[src/rtl/jpeg_cone_pkg.sv]
// Shared types and defaults for the JPEG timing-cone result packer.
// Holds the accumulator state enum, default sizes and the default word layout.
package jpeg_cone_pkg;

    localparam int unsigned DEF_WORD_W     = 8;
    localparam int unsigned DEF_FIFO_DEPTH = 4;
    localparam int unsigned DEF_CNT_W      = 16;

    typedef enum logic [0:0] {
        StIdle,
        StAccum
    } acc_state_e;

    // Width of a bit-count field that must hold values 0..w.
    function automatic int unsigned nbits_w(input int unsigned w);
        return $clog2(w + 1);
    endfunction

    typedef struct packed {
        logic [DEF_WORD_W-1:0]            data;
        logic [$clog2(DEF_WORD_W+1)-1:0]  nbits;
        logic                             last;
    } word_t;

endpackage

[src/rtl/jpeg_cone_fifo.sv]
// Synchronous FIFO of packed result words.
// The pointers carry an extra wrap bit so full and empty are unambiguous.
module jpeg_cone_fifo
    import jpeg_cone_pkg::*;
#(
    parameter type         T     = word_t,
    parameter int unsigned DEPTH = DEF_FIFO_DEPTH
) (
    input  logic clk,
    input  logic rst,
    input  logic push,
    input  T     wdata,
    input  logic pop,
    output T     rdata,
    output logic full,
    output logic empty
);

    localparam int unsigned AW = $clog2(DEPTH);
    localparam int unsigned PW = AW + 1;

    logic [PW-1:0] wr_ptr_q, wr_ptr_d;
    logic [PW-1:0] rd_ptr_q, rd_ptr_d;
    T              mem_q [DEPTH];
    logic          do_push;
    logic          do_pop;

    always_comb begin
        full     = (wr_ptr_q[AW-1:0] == rd_ptr_q[AW-1:0]) && (wr_ptr_q[AW] != rd_ptr_q[AW]);
        empty    = (wr_ptr_q == rd_ptr_q);
        do_push  = push && !full;
        do_pop   = pop && !empty;
        wr_ptr_d = wr_ptr_q + PW'(do_push);
        rd_ptr_d = rd_ptr_q + PW'(do_pop);
        // Empty head reads as all-zero rather than stale storage.
        rdata    = empty ? '0 : mem_q[rd_ptr_q[AW-1:0]];
    end

    always_ff @(posedge clk) begin
        if (rst) begin
            wr_ptr_q <= '0;
            rd_ptr_q <= '0;
        end else begin
            wr_ptr_q <= wr_ptr_d;
            rd_ptr_q <= rd_ptr_d;
        end
    end

    always_ff @(posedge clk) begin
        if (do_push) begin
            mem_q[wr_ptr_q[AW-1:0]] <= wdata;
        end
    end

endmodule

[src/rtl/jpeg_cone_result_packer.sv]
// Packs single-bit cone results into words, buffers them in a FIFO and
// presents them on a valid/ready output with a popped-word counter.
module jpeg_cone_result_packer
    import jpeg_cone_pkg::*;
#(
    parameter int unsigned WORD_W     = DEF_WORD_W,
    parameter int unsigned FIFO_DEPTH = DEF_FIFO_DEPTH,
    parameter bit          LSB_FIRST  = 1'b1,
    parameter int unsigned CNT_W      = DEF_CNT_W
) (
    input  logic                              clk,
    input  logic                              rst,
    input  logic                              in_valid,
    input  logic                              in_bit,
    input  logic                              in_last,
    output logic                              in_ready,
    output logic                              out_valid,
    output logic [WORD_W-1:0]                 out_data,
    output logic [nbits_w(WORD_W)-1:0]        out_nbits,
    output logic                              out_last,
    input  logic                              out_ready,
    output logic [CNT_W-1:0]                  word_count
);

    localparam int unsigned FILL_W = $clog2(WORD_W);
    localparam int unsigned NB_W   = nbits_w(WORD_W);

    typedef struct packed {
        logic [WORD_W-1:0] data;
        logic [NB_W-1:0]   nbits;
        logic              last;
    } pword_t;

    acc_state_e         state_q, state_d;
    logic [FILL_W-1:0]  fill_q;
    logic [WORD_W-1:0]  shreg_q;
    logic [CNT_W-1:0]   word_count_q;

    logic               accept;
    logic               close;
    logic               fifo_full;
    logic               fifo_empty;
    logic               pop;
    logic [FILL_W-1:0]  cur_fill;
    logic [FILL_W-1:0]  pos;
    logic [WORD_W-1:0]  cur_data;
    pword_t             push_word;
    pword_t             head_word;

    assign accept = in_valid && in_ready;

    always_ff @(posedge clk) begin
        if (rst) begin
            state_q <= StIdle;
        end else begin
            state_q <= state_d;
        end
    end

    always_comb begin
        state_d = state_q;
        if (accept) begin
            state_d = close ? StIdle : StAccum;
        end
    end

    // Idle always starts a fresh word regardless of register contents.
    always_comb begin
        cur_fill = (state_q == StAccum) ? fill_q : '0;
        cur_data = (state_q == StAccum) ? shreg_q : '0;
        close    = accept && ((cur_fill == FILL_W'(WORD_W - 1)) || in_last);
        pos      = LSB_FIRST ? cur_fill : (FILL_W'(WORD_W - 1) - cur_fill);
        push_word.data       = cur_data;
        push_word.data[pos]  = in_bit;
        push_word.nbits      = NB_W'(cur_fill) + NB_W'(1);
        push_word.last       = in_last;
    end

    always_ff @(posedge clk) begin
        if (rst) begin
            fill_q  <= '0;
            shreg_q <= '0;
        end else if (accept) begin
            if (close) begin
                fill_q  <= '0;
                shreg_q <= '0;
            end else begin
                fill_q  <= cur_fill + FILL_W'(1);
                shreg_q <= push_word.data;
            end
        end
    end

    jpeg_cone_fifo #(
        .T     (pword_t),
        .DEPTH (FIFO_DEPTH)
    ) u_fifo (
        .clk   (clk),
        .rst   (rst),
        .push  (close),
        .wdata (push_word),
        .pop   (pop),
        .rdata (head_word),
        .full  (fifo_full),
        .empty (fifo_empty)
    );

    assign in_ready  = !fifo_full;
    assign out_valid = !fifo_empty;
    assign out_data  = head_word.data;
    assign out_nbits = head_word.nbits;
    assign out_last  = head_word.last;
    assign pop       = out_valid && out_ready;

    always_ff @(posedge clk) begin
        if (rst) begin
            word_count_q <= '0;
        end else if (pop) begin
            word_count_q <= word_count_q + CNT_W'(1);
        end
    end

    assign word_count = word_count_q;

endmodule

[config.mk]
export PLATFORM = sky130hd
export DESIGN_NAME = jpeg_cone_result_packer
export DESIGN_NICKNAME = d
export VERILOG_FILES = /design/src/rtl/jpeg_cone_pkg.sv /design/src/rtl/jpeg_cone_fifo.sv /design/src/rtl/jpeg_cone_result_packer.sv
export SDC_FILE = /design/constraint.sdc
export NUM_CORES = 1
export LEC_CHECK = 0
export BUFFER_PORTS_ARGS = -buffer_cell sky130_fd_sc_hd__buf_2
export CORE_AREA = 2 2 95 97
export CTS_CLUSTER_DIAMETER = 50
export DETAILED_ROUTE_END_ITERATION = 6
export DIE_AREA = 0 0 97 99
export SLEW_MARGIN = 15
export SYNTH_ARGS = -nofsm -noshare
export SYNTH_HDL_FRONTEND = slang
export SYNTH_SLANG_ARGS = --single-unit
[constraint.sdc]
create_clock -name clk -period 2.62 [get_ports clk]
set_input_delay 0 -clock clk [delete_from_list [all_inputs] [get_ports clk]]
set_output_delay 0 -clock clk [all_outputs]
set_load 0.03 [all_outputs]
==> impl_metrics.toml <==
[clocking]
insertion_delay_ns = 0.35
cts_setup_buffers = 0
clk_pin_slew_ns = 0.09
cts_sinks = 86
clockBufferDepth = 2
ctsHtreeMaxLevel = 3
cts_buffers = 9
clk_root_buffer_cell = "clkbuf_8"
cts_tree = "done"

[die]
rows = 34
die_y_um = 99
ioPinCount = 37
die_w_um = 97
core_area_mm2 = 0.00855
start_util = 0.439
dieArea_mm2 = 0.00960

[sta]
min_period_ns = 2.26
rsz0062_at_grt = "false"
skew_ns = 0.0104
tns_ns = 0
relSlewSlack = 0.580
max_slew.worst_pin.slew_ns = 0.626
finalCritPeriodShare = 0.861
drv_slew = 0
setup_viol = 0
fmax_mhz = 443
finalHoldViolCount = 0

[pwr]
p_per_area_mw_per_mm2 = 644
peakVddDrop_v = 0.000292
power.leakage_nw = 1.55

[yosys]
yosys.area.top_type = "edfxtp_1"
synth_nets = 282
synth_top_cell_area_share = 0.416
syn_avg_cell_area_um2 = 14.0
yosys-top-cells-area = "edfxtp_1 42%, dfxtp_1 18%, mux4_2 7.8%, nor2b_1 4.2%, a22o_1 2.6%"
seq_area_frac_synth = 0.597
synth-warning-count = 0
syn_area_mm2 = 0.00376
synth_seq_cells = 86
syn_inst = 269
ys_types = 39

[min_path]
min_to = "word_count[3]"
hold_path.class = "input port to flop"
holdPathStages = 2
worstHoldStart = "rst"

[setup_path]
ff2ff_path_depth = 8
regToRegStartpoint = "state_q"
cp_data_required_time_ns = 2.64
cp.depth = 8
max_stage_delay_ns = 0.52
reg2reg_setup_slack_ns = 0.36
criticalPathCategory = "flop to flop"
critical_path.max_fanout = 13
critical_path_buf_inv_count = 2
r2r_end = "u_fifo.mem_q[3][0]"
crit_family = "simple AND/OR/NAND/NOR gates"
endpoint_kind = "flop"
critPathLaunchType = "flop"
path_cells = "nand2_1 > inv_1 > ha_1 > ha_1 > o21ai_0 > nand2b_1 > inv_1 > and3_2"
slowest_stage = "dfxtp_1"
arrival_ns = 2.28

[grt]
grt_antenna_before_repair = 0
grt_start_max_net_pins = 27
grt-ovfl-total = 0
globalRouteTotalUtil = 0.148
grt_pass1_wl_um = 11100
first_global_vias = 2173

[routing]
drcViolationCount = 0
drt-initial-drc-count = 94
drt-vias-per-instance = 5.38
drtPass1Iterations = 4
wirelength_um = 6780
vias = 2276
antenna_left = 0
wl_per_cell_um = 16.0

[job]
drv_cap = 0

[finish]
drive_gt1_frac = 0.260
stdcell_count = 423
nNetsFinal = 323
area_delta_synth_final_pct = 12.5
final_util = 0.494
antenna_cells = 0

[place]
dp.cells = 405
dp_hpwl_um = 4520
numPortBuffers = 36
place.gp.congestion = 0.695

[status]
status = "complete, no violations"
## through the flow
step / hold slack [ns] / total power, mW / instance area [µm²] / setup slack, ns
after floorplan: 0.0989 / 1.84 / 3770 / 0.178
after CTS: 0.0836 / 2.75 / 4230 / 0.376
after detailed placement: 0.288 / 1.94 / 4030 / 0.379
final: 0.0924 / 2.72 / 4230 / 0.364
after global placement: 0.279 / 1.93 / 4030 / 0.476
after global routing: 0.105 / 2.83 / 4230 / 0.165
## report_power, final
group / leakage, nW / switching (mW) / internal [mW]
Combinational: 0.715 / 0.263 / 0.161
Clock: 0.0829 / 0.475 / 0.349
Sequential: 0.748 / 0.0253 / 1.45
Total: 1.55 / 0.763 / 1.96
## worst reg2reg max path: stages (launching register included)
cell and delay, ns:
dfxtp_1 0.52, nand2_1 0.21, inv_1 0.10, ha_1 0.15
ha_1 0.16, o21ai_0 0.06, nand2b_1 0.19, inv_1 0.14
and3_2 0.40
## Yosys cell counts
| library cell | instances |
|---|---|
| and4_1 | 2 |
| xnor2_1 | 4 |
| and2_1 | 2 |
| clkbuf_1 | 5 |
| nand2_1 | 7 |
| xor2_1 | 3 |
| nand3b_1 | 3 |
| buf_1 | 1 |
| xor2_4 | 1 |
| o21ai_0 | 4 |
| nor3b_1 | 4 |
| or3_1 | 2 |
| and3_1 | 4 |
| buf_6 | 3 |
| xor2_2 | 2 |
| ha_1 | 7 |
| o311ai_4 | 1 |
| nand2b_1 | 1 |
| nand3_1 | 8 |
| or3_2 | 1 |
| a22o_1 | 11 |
| and3_2 | 1 |
| nor2b_1 | 25 |
| edfxtp_1 | 52 |
| mux4_2 | 13 |
| dfxtp_1 | 34 |
| o311ai_0 | 1 |
| nand4_1 | 2 |
| clkbuf_8 | 2 |
| a21oi_1 | 13 |
| or4_1 | 8 |
| mux2_2 | 2 |
| buf_2 | 3 |
| buf_4 | 1 |
| mux2i_1 | 8 |
| nor3_1 | 4 |
| inv_1 | 4 |
| o31ai_1 | 11 |
| nor2_1 | 9 |
## flip-flops by register name (all words and copies together) (netlist names)
name,flops
u_fifo.mem_q,52
state_q,1
word_count,16
u_fifo.wr_ptr_q,3
fill_q,3
u_fifo.rd_ptr_q,3
shreg_q,8
## metal layers
metal  part of all wire  global-route usage  wire (µm)
met4              0.023              0.0780        159
met1               0.50               0.213       3400
met2               0.44               0.218       2970
met5                  0                   0          0
met3              0.037              0.0234        248
## logic make-up after synthesis
kind of cell	synth area share
AO/OA/AOI/OAI	0.0796
XOR/XNOR	0.0323
adder cells (fa/ha/maj)	0.0233
buffers and inverters	0.0323
flip-flops	0.597
multiplexers	0.105
AND/OR/NAND/NOR	0.131
## layout make-up
| class | count | area [µm²] |
|---|---|---|
| Clock buffer | 10 | 128 |
| Multi-Input combinational cell | 164 | 1410 |
| Fill cell | 755 | 4320 |
| Tap cell | 108 | 135 |
| Timing Repair Buffer | 45 | 253 |
| Clock inverter | 6 | 46.3 |
| Inverter | 4 | 15.0 |
| Sequential cell | 86 | 2240 |
## what timing repair did
item                                   CTS  global route
hold buffers                             2             0
endpoints found under the hold margin    5             0
resized for setup                        0             0
## how the worst max path moves through the flow
stage,from,end,slack (ns)
2_1_floorplan,fill_q[0],u_fifo.mem_q[1][0],0.18
3_3_place_gp,state_q,u_fifo.mem_q[3][8],0.48
3_5_place_dp,state_q,u_fifo.mem_q[3][10],0.38
4_1_cts,state_q,u_fifo.mem_q[3][0],0.38
5_1_grt,fill_q[0],u_fifo.mem_q[3][0],0.16
6_report,state_q,u_fifo.mem_q[3][0],0.36
## layout by cell type (no fill, tap or decap), drive strengths merged
cell type	count
a21oi	13
a22o	11
and2	2
and3	5
and4	2
buf	43
clkbuf	10
clkinv	3
clkinvlp	2
dfxtp	34
dlygate4sd3	2
edfxtp	52
ha	7
inv	5
mux2	2
mux2i	8
mux4	13
nand2	7
nand2b	1
nand3	8
nand3b	3
nand4	2
nor2	9
nor2b	25
nor3	4
nor3b	4
o21ai	4
o311ai	2
o31ai	11
or3	3
or4	8
xnor2	4
xor2	6
Power figures use the tool's default switching activity.
